[config.mk]
export PLATFORM = sky130hd
export DESIGN_NAME = lsu_mem_master
export DESIGN_NICKNAME = d
export VERILOG_FILES = /design/src/rtl/lsu_pkg.sv /design/src/rtl/lsu_lane_align.sv /design/src/rtl/lsu_mem_master.sv
export SDC_FILE = /design/constraint.sdc
export NUM_CORES = 1
export LEC_CHECK = 0
export ABC_AREA = 1
export CORE_AREA = 2 2 124 126
export CTS_CLUSTER_SIZE = 40
export DETAILED_ROUTE_END_ITERATION = 12
export DIE_AREA = 0 0 126 128
export GPL_TIMING_DRIVEN = 0
export HOLD_SLACK_MARGIN = 0.06
export PLACE_DENSITY = 0.78
export SETUP_SLACK_MARGIN = 0.5
export SYNTH_ARGS = -nofsm -noshare
export SYNTH_HDL_FRONTEND = slang
export SYNTH_HIERARCHICAL = 1
export SYNTH_SLANG_ARGS = --single-unit
[constraint.sdc]
create_clock -name clk -period 4.85 [get_ports clk]
set_clock_uncertainty 0.1 [all_clocks]
set_input_delay 0.97 -clock clk [delete_from_list [all_inputs] [get_ports clk]]
set_output_delay 0.97 -clock clk [all_outputs]
set_load 0.03 [all_outputs]
[src/rtl/lsu_pkg.sv]
// rtl/lsu_pkg.sv - shared constants, state encoding and size helpers for the LSU memory master
// Build option: LSU_MISALIGN_TRAP_EN (used by lsu_mem_master) selects trap vs. silent realignment.
package lsu_pkg;

    localparam logic [2:0] F3_B  = 3'b000;
    localparam logic [2:0] F3_H  = 3'b001;
    localparam logic [2:0] F3_W  = 3'b010;
    localparam logic [2:0] F3_BU = 3'b100;
    localparam logic [2:0] F3_HU = 3'b101;

    typedef enum logic [2:0] {
        S_IDLE,
        S_RD,
        S_MERGE,
        S_WR,
        S_RESP
    } state_t;

    typedef enum logic [1:0] {
        SZ_B,
        SZ_H,
        SZ_W
    } size_t;

    // Unsupported encodings (011, 110, 111) fall through to word accesses.
    function automatic size_t f3_size(input logic [2:0] f3);
        case (f3)
            F3_B, F3_BU: return SZ_B;
            F3_H, F3_HU: return SZ_H;
            F3_W:        return SZ_W;
            default:     return SZ_W;
        endcase
    endfunction

    // Clears the low address bits that a naturally aligned access of this size cannot have.
    function automatic logic [1:0] align_lo(input size_t sz, input logic [1:0] lo);
        case (sz)
            SZ_B:    return lo;
            SZ_H:    return {lo[1], 1'b0};
            default: return 2'b00;
        endcase
    endfunction

    function automatic logic misaligned(input size_t sz, input logic [1:0] lo);
        case (sz)
            SZ_B:    return 1'b0;
            SZ_H:    return lo[0];
            default: return lo != 2'b00;
        endcase
    endfunction

endpackage

[src/rtl/lsu_lane_align.sv]
// rtl/lsu_lane_align.sv - combinational byte/half lane extraction for loads and lane merge for stores
// Ports:
//   funct3   in  3   access type of the captured request
//   addr_lo  in  2   byte offset within the word (already realigned)
//   ld_word  in  32  word read from memory
//   ld_data  out 32  selected lane, sign- or zero-extended
//   old_word in  32  previous memory contents for a sub-word store
//   wdata    in  32  right-aligned store data
//   st_word  out 32  old_word with the addressed lane replaced
module lsu_lane_align
    import lsu_pkg::*;
(
    input  logic [2:0]  funct3,
    input  logic [1:0]  addr_lo,
    input  logic [31:0] ld_word,
    output logic [31:0] ld_data,
    input  logic [31:0] old_word,
    input  logic [31:0] wdata,
    output logic [31:0] st_word
);

    logic [7:0]  byte_sel;
    logic [15:0] half_sel;

    always_comb begin
        byte_sel = ld_word[{addr_lo, 3'b000} +: 8];
        half_sel = addr_lo[1] ? ld_word[31:16] : ld_word[15:0];
        ld_data  = ld_word;
        case (funct3)
            F3_B:    ld_data = {{24{byte_sel[7]}}, byte_sel};
            F3_BU:   ld_data = {24'h0, byte_sel};
            F3_H:    ld_data = {{16{half_sel[15]}}, half_sel};
            F3_HU:   ld_data = {16'h0, half_sel};
            default: ld_data = ld_word;
        endcase
    end

    always_comb begin
        st_word = old_word;
        case (f3_size(funct3))
            SZ_B: st_word[{addr_lo, 3'b000} +: 8] = wdata[7:0];
            SZ_H: begin
                if (addr_lo[1]) begin
                    st_word[31:16] = wdata[15:0];
                end else begin
                    st_word[15:0] = wdata[15:0];
                end
            end
            default: st_word = wdata;
        endcase
    end

endmodule

[src/rtl/lsu_mem_master.sv]
// rtl/lsu_mem_master.sv - load/store initiator with sub-word read-modify-write for a word-organised memory
// Build option: LSU_MISALIGN_TRAP_EN - misaligned half/word accesses respond with resp_err and touch no memory;
//   when undefined the offending low address bits are cleared and the access proceeds.
// Ports:
//   clk, rst                          clock, asynchronous active-low reset
//   req_valid/req_ready               request handshake (ready only while idle)
//   req_we, req_funct3, req_addr, req_wdata  request fields, captured on accept
//   resp_valid, resp_rdata, resp_err  one-cycle registered response
//   mem_addr, mem_wdata, mem_we       word-indexed memory drive
//   mem_rdata                         combinational read data for mem_addr
module lsu_mem_master
    import lsu_pkg::*;
#(
    parameter int MEM_IDX_W = 6
) (
    input  logic                 clk,
    input  logic                 rst,
    input  logic                 req_valid,
    output logic                 req_ready,
    input  logic                 req_we,
    input  logic [2:0]           req_funct3,
    input  logic [31:0]          req_addr,
    input  logic [31:0]          req_wdata,
    output logic                 resp_valid,
    output logic [31:0]          resp_rdata,
    output logic                 resp_err,
    output logic [MEM_IDX_W-1:0] mem_addr,
    output logic [31:0]          mem_wdata,
    output logic                 mem_we,
    input  logic [31:0]          mem_rdata
);

    localparam int AW = MEM_IDX_W + 2;

    state_t        state_q, state_d;
    logic          we_q, we_d;
    logic [2:0]    funct3_q, funct3_d;
    logic [AW-1:0] addr_q, addr_d;
    logic [31:0]   wdata_q, wdata_d;
    logic [31:0]   data_q, data_d;
    logic          resp_valid_q, resp_valid_d;
    logic [31:0]   resp_rdata_q, resp_rdata_d;
    logic          resp_err_q, resp_err_d;

    logic [31:0]   ld_data;
    logic [31:0]   st_word;
    size_t         req_size;

    // Address bits above the memory index wrap around.
    logic          unused_addr_hi;
    assign unused_addr_hi = ^req_addr[31:AW];

    lsu_lane_align u_lane_align (
        .funct3   (funct3_q),
        .addr_lo  (addr_q[1:0]),
        .ld_word  (mem_rdata),
        .ld_data  (ld_data),
        .old_word (data_q),
        .wdata    (wdata_q),
        .st_word  (st_word)
    );

    always_ff @(posedge clk or negedge rst) begin
        if (!rst) begin
            state_q      <= S_IDLE;
            we_q         <= 1'b0;
            funct3_q     <= 3'b000;
            addr_q       <= '0;
            wdata_q      <= 32'h0;
            data_q       <= 32'h0;
            resp_valid_q <= 1'b0;
            resp_rdata_q <= 32'h0;
            resp_err_q   <= 1'b0;
        end else begin
            state_q      <= state_d;
            we_q         <= we_d;
            funct3_q     <= funct3_d;
            addr_q       <= addr_d;
            wdata_q      <= wdata_d;
            data_q       <= data_d;
            resp_valid_q <= resp_valid_d;
            resp_rdata_q <= resp_rdata_d;
            resp_err_q   <= resp_err_d;
        end
    end

    always_comb begin
        state_d      = state_q;
        we_d         = we_q;
        funct3_d     = funct3_q;
        addr_d       = addr_q;
        wdata_d      = wdata_q;
        data_d       = data_q;
        resp_valid_d = 1'b0;
        resp_rdata_d = 32'h0;
        resp_err_d   = 1'b0;
        req_size     = f3_size(req_funct3);

        case (state_q)
            S_IDLE: begin
                if (req_valid) begin
                    we_d     = req_we;
                    funct3_d = req_funct3;
                    addr_d   = {req_addr[AW-1:2], align_lo(req_size, req_addr[1:0])};
                    wdata_d  = req_wdata;
                    // A word store goes straight to WR, so its write word is loaded here.
                    data_d   = req_wdata;
`ifdef LSU_MISALIGN_TRAP_EN
                    if (misaligned(req_size, req_addr[1:0])) begin
                        state_d      = S_RESP;
                        resp_valid_d = 1'b1;
                        resp_err_d   = 1'b1;
                    end else
`endif
                    if (req_we && (req_size == SZ_W)) begin
                        state_d = S_WR;
                    end else begin
                        state_d = S_RD;
                    end
                end
            end
            S_RD: begin
                data_d = mem_rdata;
                if (we_q) begin
                    state_d = S_MERGE;
                end else begin
                    state_d      = S_RESP;
                    resp_valid_d = 1'b1;
                    resp_rdata_d = ld_data;
                end
            end
            S_MERGE: begin
                data_d  = st_word;
                state_d = S_WR;
            end
            S_WR: begin
                state_d      = S_RESP;
                resp_valid_d = 1'b1;
            end
            S_RESP: begin
                state_d = S_IDLE;
            end
            default: begin
                state_d = S_IDLE;
            end
        endcase
    end

    assign req_ready  = (state_q == S_IDLE);
    // Decoded straight from the state flop so an asynchronous reset removes the write at once.
    assign mem_we     = (state_q == S_WR);
    assign mem_addr   = addr_q[AW-1:2];
    assign mem_wdata  = data_q;
    assign resp_valid = resp_valid_q;
    assign resp_rdata = resp_rdata_q;
    assign resp_err   = resp_err_q;

endmodule
==> results of run 1 <==
cells in the final DEF (no fill, tap or decap), types with 3 or more instances in the layout:
cell	count
buf_4	11
inv_2	7
or2_2	3
nand2_1	509
clkdlybuf4s50_1	150
a21oi_1	17
clkbuf_1	13
inv_1	86
buf_6	7
nor2_2	3
o21ai_0	26
ha_1	5
o21ai_1	4
o211ai_1	10
buf_1	6
buf_2	29
dfrtp_1	112
nand3_1	138
nor2_1	64
clkbuf_16	9
metal layers:
layer,part of all wire,global-route usage,vias to the layer above
li1,-,-,3630
met1,0.42,0.416,3441
met2,0.46,0.483,402
met3,0.093,0.0526,65
met4,0.032,0.109,0
met5,0,0,-
final timing paths:
path	startpoint	to	slack, ps	cells past startpoint
max	state_q[0]$_DFFE_PN0P_	req_ready	1920	4
min	wdata_q[18]$_DFFE_PN0P_	wdata_q[18]$_DFFE_PN0P_	380	2
max reg2reg	addr_q[1]$_DFFE_PN0P_	mem_wdata[0]$_DFFE_PN0P_	2130	13
min in group asynchronous	rst	resp_rdata[24]$_DFF_PN0_	550	1
max in group asynchronous	rst	wdata_q[0]$_DFFE_PN0P_	3370	2
min reg2reg	wdata_q[18]$_DFFE_PN0P_	wdata_q[18]$_DFFE_PN0P_	380	2
flip-flops by register name (all words and copies together) (netlist names):
name / cells
resp_rdata: 32
we_q: 1
wdata_q: 32
resp_valid: 1
mem_wdata: 32
state_q: 3
funct3_q: 3
addr_q: 8
cells in the mapped netlist, drive strengths merged:
cell      n
a21o      1
a21oi    17
a31oi     2
and2      3
buf      52
clkbuf   11
clkinv    1
conb      1
dfrtp   112
ha        5
inv      94
nand2   512
nand3   139
nand4     2
nor2     70
nor3      1
o211ai   11
o21ai    32
or2       5
area by class of cell:
cell class | count | share of cell area
Buffer | 63 | 0.0401
Clock inverter | 5 | 0.00967
Sequential cell | 112 | 0.309
Inverter | 95 | 0.0398
Clock buffer | 11 | 0.0257
Multi-Input combinational cell | 801 | 0.380
Timing Repair Buffer | 152 | 0.170
Tap cell | 188 | 0.0260
report_power, final:
| part | leakage (nW) | internal (W) | switching [W] | total (W) |
|---|---|---|---|---|
| sequential | 1.43 | 0.00133 | 0.000378 | 0.00171 |
| combinational | 3.13 | 0.00136 | 0.00255 | 0.00391 |
| clock | 0.152 | 0.000460 | 0.000366 | 0.000826 |
| total | 4.71 | 0.00315 | 0.00330 | 0.00645 |
per-stage QoR:
stage               cell area [µm²]  total power, W  hold WS, ps   util
floorplan                      6970         0.00418          342      -
global placement               8710         0.00550          356  0.586
detailed placement             8740         0.00555          361  0.588
CTS                            9060         0.00639          379  0.609
global route                   9060         0.00690          388  0.609
finish                         9060         0.00645          379  0.609
worst reg2reg max path: stages (launching register included):
cell	delay (ps)
dfrtp_1	530
inv_2	110
buf_2	210
buf_2	310
ha_1	350
inv_1	150
nand3_1	90
nand2_1	160
nand2_1	160
o21ai_0	180
nand2_1	80
nand3_1	110
nand2_1	50
nand2_1	50
cell families after synthesis:
family                     count (synthesis)  share of synthesized area
AOI/OAI and AO/OA                         63                     0.0530
adders and majority gates                  5                    0.00898
buffers and inverters                    158                      0.104
DFF                                      112                      0.402
other                                      1                   0.000538
and+or+nand+nor                          732                      0.431
==> results.env, run 1 <==
TOP_LEVEL_PORTS=177
POSTLAYOUTSETUPSLACKWORST_PS=1920
MAX_SLEW.WORST_PIN.SLEW_PS=736
CTS_POST_SETUP_BUFFERS_INSERTED=0
POSTROUTEANTENNANETS=0
GR-TOTAL-OVERFLOW=0
TNS_PS=0
HOLD_CLASS='reg2reg'
VIA_COUNT_OF_THE_FIRST_GLOBAL_ROUTING_PASS=6929
ACHIEVABLE-FREQUENCY_MHz=341
DIE_FOOTPRINT_UM2=16100
CLK-INSERTION-DELAY-LATE_PS=360
RUN_STATUS='finished clean'
FLOORPLAN.CORE_AREA_UM2=14900
DETAILED_PLACE_HPWL_UM=18600
POST_SYNTH_INST_COUNT=1071
PRECTSSETUPSLACK_PS=2170
SLOWEST_STAGE='clkdlybuf4s50_1'
POWER.IR.VDD_WORST_mV=0.445
YS_FF_LATCH=112
FINAL_MAX_SLEW_VIOL_COUNT=0
CTS.REPAIR.RESIZED=0
CTS_BUFFER_DEPTH=2
CTS_ROOT_BUFFER_TYPE='clkbuf_16'
YOSYS.AREA.TOP_TYPE_SHARE=0.402
NUMBER_OF_BUFFERS_ADDED_TO_FIX_HOLD_VIOLATIONS_AFTER_CTS=0
WORST-PATH-MAX-FANOUT=4
STD_CELL_ROWS=45
SYNTH_AREA_PER_CELL_UM2=6.50
FINALCRITPERIODSHARE=0.605
AREA_DELTA_SYNTH_FINAL_PCT=30.0
CP_PEAK_STAGE_DELAY_PS=670
TIMING.MAX_SLEW.REL_SLACK=0.510
PERIOD_NEEDED_PS=2930
ROUTED_LENGTH_PER_INSTANCE_UM=17.0
FIN_NETS=1342
PORTBUFFERS=151
DIE_WIDTH_UM=126
DIODES=0
SYNTH_TOP_AREA_CELL='dfrtp_1'
MULTI_INPUT_COMB_AREA_UM2=3440
GRT_SETUP_UNREPAIRED='false'
CLK_PIN_SLEW_PS=80
START_KIND='register'
WORSTSETUPPATHTYPE='reg2out'
CRITICAL_PATH.TOP_DELAY_FAMILY='buffers and inverters'
CLOCK_TREE.HTREE_LEVEL_COUNT=3
CRIT_PATH_END_KIND='output port'
FINISH.CELL_COUNT_WITHOUT_FILLERS=1427
HOLD_VIOL_FINAL=0
FLOORPLAN.INITIALDENSITY=0.469
TOTAL_LEAKAGE_POWER_nW=4.71
DIEHEIGHT_UM=128
GRT_START_MAX_NET_PINS=59
CRITICAL_PATH.N_BUFFERS_INVERTERS=2
ROUTED_VIA_DENSITY=5.28
ANTENNA_VIOLATIONS_BEFORE_REPAIR=0
CRITPATHARRIVALTIME_PS=1860
SYNTHESIZED_AREA_UM2=6970
CP_CELL_SEQUENCE='nor2_2 -> nand2_2 -> inv_2 -> clkdlybuf4s50_1'
SYNTH.YOSYS.SEQ_AREA_SHARE=0.402
SYN-NUM-NETS=1179
FILLER_CELL_COUNT=1423
FINALSETUPVIOLCOUNT=0
DETAIL_ROUTE.ITER0.VIOLATIONS=849
REGAREA_UM2=2800
GRT_PASS1_WL_UM=37800
SYNTH_WARNINGS=6
FINAL_LAYOUT_SIZE_SUFFIX_GT1_FRAC=0.0702
CTS_SINKS=112
DRT_PRE_ANTENNA_ITERS=6
CTS-BUFFERS-INSERTED=9
ROUTE.VIAS.TOTAL=7538
ROUTED_WIRELENGTH_UM=24300
DP.CELLS=1411
SYNTH_TOP_CELLS_BY_AREA='dfrtp_1 40%, nand2_1 27%, nand3_1 9.9%'
DRV_CAP=0
POWERDENSITY_nW_PER_UM2=712
SYNTH_CELL_TYPE_COUNT=35
REMAINING_DRC_ERRORS=0
CP_DATA_REQUIRED_TIME_PS=3780
GR-USAGE-ALL-LAYERS=0.302
GPL.FINAL_WEIGHTED_CONGESTION=1.04
CTS_TREE='yes'
Note: power is estimated with default switching activity, not from simulation.
==> run 2, diff against run 1 <==
Clock period 4.85 ns to 2.7 ns, I/O delays scaled along.
==> run 2 against run 1 <==
Compared with the run above: non-clock buffer count grew 7; final area increased by 1.4%; sequential share of layout area decreased by 0.41 points; sequential cell count did not move; utilization up 0.85 points; critical endpoint is now mem_wdata[31]; routed wire length grew 0.51%; global-route usage is 0.16 points higher; register-to-register slack lost 1500 ps; hold slack got worse by 250 ps; count of clock-buffer cells in the layout is the same; critical path type unchanged; combinational power is 86% higher; power increased by 83%.
==> results.env, run 2 (synthesis gave the netlist of run 1 again) <==
CP_PEAK_STAGE_DELAY_PS=710
CRITPATHARRIVALTIME_PS=1530
REGAREA_UM2=2800
CTS-BUFFERS-INSERTED=9
START_KIND='register'
PERIOD_NEEDED_PS=2170
POSTROUTEANTENNANETS=0
DP.CELLS=1411
GRT_SETUP_UNREPAIRED='false'
FIN_NETS=1349
POWER.IR.VDD_WORST_mV=0.796
TNS_PS=0
CTS_TREE='yes'
CP_CELL_SEQUENCE='clkdlybuf4s50_1'
CLK-INSERTION-DELAY-LATE_PS=360
WORST-PATH-MAX-FANOUT=4
CTS_ROOT_BUFFER_TYPE='clkbuf_16'
MOST_COMMON_CELL_AFTER_LAYOUT_FILL_AND_TAPS_ASIDE='nand2_1'
HOLD_VIOL_FINAL=0
ROUTE.VIAS.TOTAL=7520
P_TOTAL_W=0.0118
TOTAL_LEAKAGE_POWER_nW=4.77
CTS_SINKS=112
DIODES=0
FINAL_LAYOUT_SIZE_SUFFIX_GT1_FRAC=0.0891
CLOCK_TREE.HTREE_LEVEL_COUNT=3
ROUTED_VIA_DENSITY=5.24
CP_DATA_REQUIRED_TIME_PS=2060
ROUTED_WIRELENGTH_UM=24500
CLK_PIN_SLEW_PS=80
CRITICAL_PATH.TOP_DELAY_FAMILY='buffers and inverters'
GRT_PASS1_WL_UM=38100
HOLD_CLASS='in2async'
CRITICAL_PATH.N_BUFFERS_INVERTERS=1
CTS_BUFFER_DEPTH=2
PORTBUFFERS=151
POWERDENSITY_nW_PER_UM2=1290
ANTENNA_VIOLATIONS_BEFORE_REPAIR=0
FLOORPLAN.CORE_AREA_UM2=14900
SLOWEST_STAGE='clkdlybuf4s50_1'
FINALSETUPVIOLCOUNT=0
TOP_LEVEL_PORTS=177
FILLER_CELL_COUNT=1401
MAX_SLEW.WORST_PIN.SLEW_PS=736
ACHIEVABLE-FREQUENCY_MHz=462
MULTI_INPUT_COMB_AREA_UM2=3480
FINALCRITPERIODSHARE=0.802
STD_CELL_ROWS=45
REMAINING_DRC_ERRORS=0
RUN_STATUS='finished clean'
GR-USAGE-ALL-LAYERS=0.304
GR-TOTAL-OVERFLOW=0
ROUTED_LENGTH_PER_INSTANCE_UM=17.1
DRT_PRE_ANTENNA_ITERS=5
DETAILED_PLACE_HPWL_UM=18600
TIMING.MAX_SLEW.REL_SLACK=0.510
VIA_COUNT_OF_THE_FIRST_GLOBAL_ROUTING_PASS=7004
WORSTSETUPPATHTYPE='reg2out'
NUMBER_OF_BUFFERS_ADDED_TO_FIX_HOLD_VIOLATIONS_AFTER_CTS=0
GRT_START_MAX_NET_PINS=59
CRIT_PATH_END_KIND='output port'
HOLD_WS_PS=126
FLOORPLAN.INITIALDENSITY=0.469
MOST-COMMON-LAYOUT-CELLS='507 x nand2_1, 148 x clkdlybuf4s50_1, 138 x nand3_1'
DIE_WIDTH_UM=126
GPL.FINAL_WEIGHTED_CONGESTION=1.04
AREA_DELTA_SYNTH_FINAL_PCT=31.8
DRV_CAP=0
FINAL_MAX_SLEW_VIOL_COUNT=0
DIEHEIGHT_UM=128
FINISH.CELL_COUNT_WITHOUT_FILLERS=1434
DIE_FOOTPRINT_UM2=16100
DETAIL_ROUTE.ITER0.VIOLATIONS=922
[run 2: routing by layer]
metal | routed length [µm] | share of wire | up-vias | track usage
met5 | 0 | 0 | - | 0
met4 | 853 | 0.035 | 0 | 0.118
met3 | 2220 | 0.091 | 72 | 0.0584
met2 | 11100 | 0.45 | 371 | 0.485
met1 | 10300 | 0.42 | 3434 | 0.413
li1 | - | - | 3643 | -
[run 2: where the power goes]
group | leakage [nW] | switching [W] | internal (W) | total (W)
Sequential | 1.43 | 0.000667 | 0.00240 | 0.00306
Combinational | 3.18 | 0.00469 | 0.00261 | 0.00729
Clock | 0.152 | 0.000654 | 0.000826 | 0.00148
[run 2: per-stage QoR]
step                setup WS (ps)  instance area (µm²)  utilization
finish                        535                 9180        0.618
global route                  506                 9180        0.618
CTS                           482                 9120        0.614
detailed placement           80.8                 8740        0.588
global placement            -3180                 8710        0.586
floorplan                     581                 6970            -
[run 2: path summary, 6_finish.rpt]
path / from / endpoint / slack [ps] / cells past startpoint
min in group clk: wdata_q[18]$_DFFE_PN0P_ / wdata_q[18]$_DFFE_PN0P_ / 380 / 2
max in group asynchronous: rst / addr_q[1]$_DFFE_PN0P_ / 1620 / 2
hold / removal: rst / resp_rdata[24]$_DFF_PN0_ / 130 / 1
hold reg to reg: wdata_q[18]$_DFFE_PN0P_ / wdata_q[18]$_DFFE_PN0P_ / 380 / 2
setup reg to reg: addr_q[0]$_DFFE_PN0P_ / mem_wdata[24]$_DFFE_PN0P_ / 630 / 12
setup / recovery: mem_wdata[31]$_DFFE_PN0P_ / mem_wdata[31] / 530 / 1
[run 2: timing repair]
item                                    in CTS  in global routing
gates cloned                                 0                  0
resized for setup                           16                 25
setup buffers                                3                  4
pin swaps                                    0                  1
endpoints found under the setup margin      34                 34
[run 2: layout make-up]
cell class | count | area share
plain buffers | 63 | 0.0429
flip-flops and latches | 112 | 0.305
repair buffers | 159 | 0.173
clock buffers | 11 | 0.0253
well taps | 188 | 0.0256
multi-input cells | 801 | 0.379
clock inverters | 5 | 0.00954
inverters | 95 | 0.0396
==> run 3, diff against run 2 <==
Settings changed: CORE_AREA 2 2 124 126 to 2 2 128 130, DIE_AREA 0 0 126 128 to 0 0 130 132, PLACE_DENSITY 0.78 to 0.77.
Clock period 2.7 ns to 1.85 ns, I/O delays scaled along.
==> run 3 against run 2 <==
Compared with the run above: the run now ends with negative hold slack, negative setup slack left; sequential power increased by 51%; first-iteration DRC count increased by 13%; count of clock-buffer cells in the layout increased by 1; non-clock buffer count increased by 89; utilization increased by 9.3 points; register-to-register slack got worse by 890 ps; critical path depth increased by 12; sequential share of layout area decreased by 5.4 points; largest power group unchanged.
==> results.env, run 3 (synthesis gave the netlist of run 1 again) <==
SLOWEST_STAGE='dfrtp_2'
CRITICAL_PATH.N_BUFFERS_INVERTERS=4
CLOCK_TREE.HTREE_LEVEL_COUNT=3
FINALCRITPERIODSHARE=1.14
FLOORPLAN.CORE_AREA_UM2=15700
GR-TOTAL-OVERFLOW=0
CTS_BUFFER_DEPTH=2
VIA_COUNT_OF_THE_FIRST_GLOBAL_ROUTING_PASS=7547
CTS-BUFFERS-INSERTED=9
WORST-PATH-MAX-FANOUT=6
RUN_STATUS='finished with violations'
GR-USAGE-ALL-LAYERS=0.311
DRT_PRE_ANTENNA_ITERS=7
MOST-COMMON-LAYOUT-CELLS='446 x nand2_1, 107 x dfrtp_1, 104 x buf_6'
ACHIEVABLE-FREQUENCY_MHz=474
CP_CELL_SEQUENCE='inv_2 -> buf_8 -> buf_12 -> ha_4 -> inv_6 -> nand3_4 -> nand2_8 -> nand2_8 -> o21ai_2 -> nand2_1 -> nand3_1 -> nand2_1 -> nand2_1'
CP_DATA_REQUIRED_TIME_PS=2060
HOLD_CLASS='in2async'
DIEHEIGHT_UM=132
FLOORPLAN.INITIALDENSITY=0.443
CP_PEAK_STAGE_DELAY_PS=470
START_KIND='register'
DETAILED_ROUTED_WIRE_LENGTH_ON_MET2_UM=13100
GRT_SETUP_UNREPAIRED='true'
P_TOTAL_W=0.0218
POWER.IR.VDD_WORST_mV=1.09
TOP_SIGNAL_LAYER_USED='met4'
CP_DOMINANT_CELL_BY_COUNT='nand2_1'
MOST_COMMON_CELL_AFTER_LAYOUT_FILL_AND_TAPS_ASIDE='nand2_1'
POSTROUTEANTENNANETS=0
HOLD_WS_PS=-41.9
DIODES=0
ROUTED_VIA_DENSITY=5.36
REG2REG_FROM='addr_q[1]$_DFFE_PN0P_'
FINALSETUPVIOLCOUNT=38
PERIOD_NEEDED_PS=2110
FINAL_LAYOUT_SIZE_SUFFIX_GT1_FRAC=0.325
CTS_ROOT_BUFFER_TYPE='clkbuf_16'
DIE_WIDTH_UM=130
WORSTSETUPPATHTYPE='reg2reg'
INTERNAL-POWER_W=0.0111
DRV_CAP=0
STD_CELL_ROWS=46
CRITICAL_PATH.TOP_DELAY_FAMILY='simple AND/OR/NAND/NOR gates'
CRITPATHARRIVALTIME_PS=2310
ROUTE.LAYER.MET1.WL_UM=11100
POWERDENSITY_nW_PER_UM2=1950
CTS_TREE='yes'
REMAINING_DRC_ERRORS=0
GPL.FINAL_WEIGHTED_CONGESTION=1.03
POSTLAYOUTSETUPSLACKWORST_PS=-258
TOP_LEVEL_PORTS=177
AREA_DELTA_SYNTH_FINAL_PCT=60.4
ROUTE.VIAS.TOTAL=8315
DP.CELLS=1439
FIN_NETS=1438
FINAL_MAX_SLEW_VIOL_COUNT=0
TOTAL_LEAKAGE_POWER_nW=5.83
DETAILED_PLACE_HPWL_UM=19000
TIMING.REG2REG.SETUP_SLACK_PS=-260
PWR-SHARE-SEQ=0.212
CTS_SINKS=112
SWSHARE=0.492
MAX_SLEW.WORST_PIN.SLEW_PS=729
FINISH.CELL_COUNT_WITHOUT_FILLERS=1551
HOLD_VIOL_FINAL=47
PRECTSSETUPSLACK_PS=-380
PWR-SHARE-CLK=0.089
ROUTED_LENGTH_PER_INSTANCE_UM=18.1
CRIT_PATH_END_KIND='register'
ANTENNA_VIOLATIONS_BEFORE_REPAIR=0
DIE_FOOTPRINT_UM2=17200
GRT_PASS1_WL_UM=40700
CLK-INSERTION-DELAY-LATE_PS=370
PWR-SHARE-COMB=0.700
TIMING.MAX_SLEW.REL_SLACK=0.514
ROUTED_WIRELENGTH_UM=28100
CLK_PIN_SLEW_PS=80
DETAIL_ROUTE.ITER0.VIOLATIONS=1040
R2R_END='mem_wdata[4]$_DFFE_PN0P_'
GRT_START_MAX_NET_PINS=58
RR_WORST_DEPTH=13
FAILING_CHECKS='negative hold slack, negative setup slack'
PORTBUFFERS=151
NETSWITCHINGPOWER_W=0.0107
WL_MET3_UM=2640
[run 3: cell count changes in the layout (fill, tap and decap cells not counted), sizes merged]
cell	delta
clkbuf	+2
buf	+160
clkinv	+1
inv	+1
bufinv	-2
clkdlybuf4s15	-1
clkinvlp	-1
clkdlybuf4s50	-71
[run 3: area by class of cell]
cell class	instances	area [µm²]
Buffer	63	619
Clock buffer	12	256
Clock inverter	4	27.5
Fill cell	1227	4540
Inverter	95	385
Multi-Input combinational cell	801	4200
Sequential cell	112	2810
Tap cell	216	270
Timing Repair Buffer	248	2600
[run 3: worst max path at each step]
stage,from,slack [ps],endpoint,cells past startpoint
finish,addr_q[1]$_DFFE_PN0P_,-260,mem_wdata[4]$_DFFE_PN0P_,13
global route,addr_q[1]$_DFFE_PN0P_,-310,mem_wdata[4]$_DFFE_PN0P_,13
CTS,addr_q[0]$_DFFE_PN0P_,-110,mem_wdata[29]$_DFFE_PN0P_,12
detailed placement,addr_q[0]$_DFFE_PN0P_,-380,mem_wdata[29]$_DFFE_PN0P_,12
global placement,rst,-4300,funct3_q[0]$_DFFE_PN0P_,1
floorplan,addr_q[1]$_DFFE_PN0P_,70,mem_wdata[19]$_DFFE_PN0P_,13
[run 3: repair_timing]
action	4_1_cts	5_1_grt
setup buffers	63	25
resized for setup	624	167
cloned	5	3
endpoints found under the hold margin	55	47
pin swaps	49	73
setup endpoints to repair	182	177
[run 3: power groups by stage]
| stage | Clock, W | Combinational (W) | Sequential, W |
|---|---|---|---|
| floorplan | 0 | 0.00619 | 0.00525 |
| global placement | 0 | 0.0104 | 0.00452 |
| detailed placement | 0 | 0.0106 | 0.00453 |
| CTS | 0.00196 | 0.0132 | 0.00446 |
| global route | 0.00206 | 0.0163 | 0.00468 |
| finish | 0.00194 | 0.0153 | 0.00462 |
[run 3: stage by stage]
stage / cell area (µm²) / hold WS (ps) / setup TNS, ps / util
6_report: 11200 / -41.9 / -4950 / 0.711
2_1_floorplan: 7170 / -25.6 / 0 / -
3_5_place_dp: 8980 / 362 / -11860 / 0.572
4_1_cts: 10400 / -22.3 / -2590 / 0.660
5_1_grt: 11200 / 21.4 / -8320 / 0.711
3_3_place_gp: 8950 / 357 / -447590 / 0.570
[run 3: worst reg2reg max path, stage by stage, from the launching register on]
cell,delay [ps]
dfrtp_2,470
inv_2,70
buf_8,130
buf_12,130
ha_4,300
inv_6,100
nand3_4,90
nand2_8,100
nand2_8,80
o21ai_2,190
nand2_1,90
nand3_1,80
nand2_1,50
nand2_1,70
[run 3: per-layer routing]
metal / GRT usage / up-vias
met5: 0 / -
met4: 0.120 / 0
li1: - / 3833
met1: 0.420 / 3895
met3: 0.0568 / 103
met2: 0.493 / 484
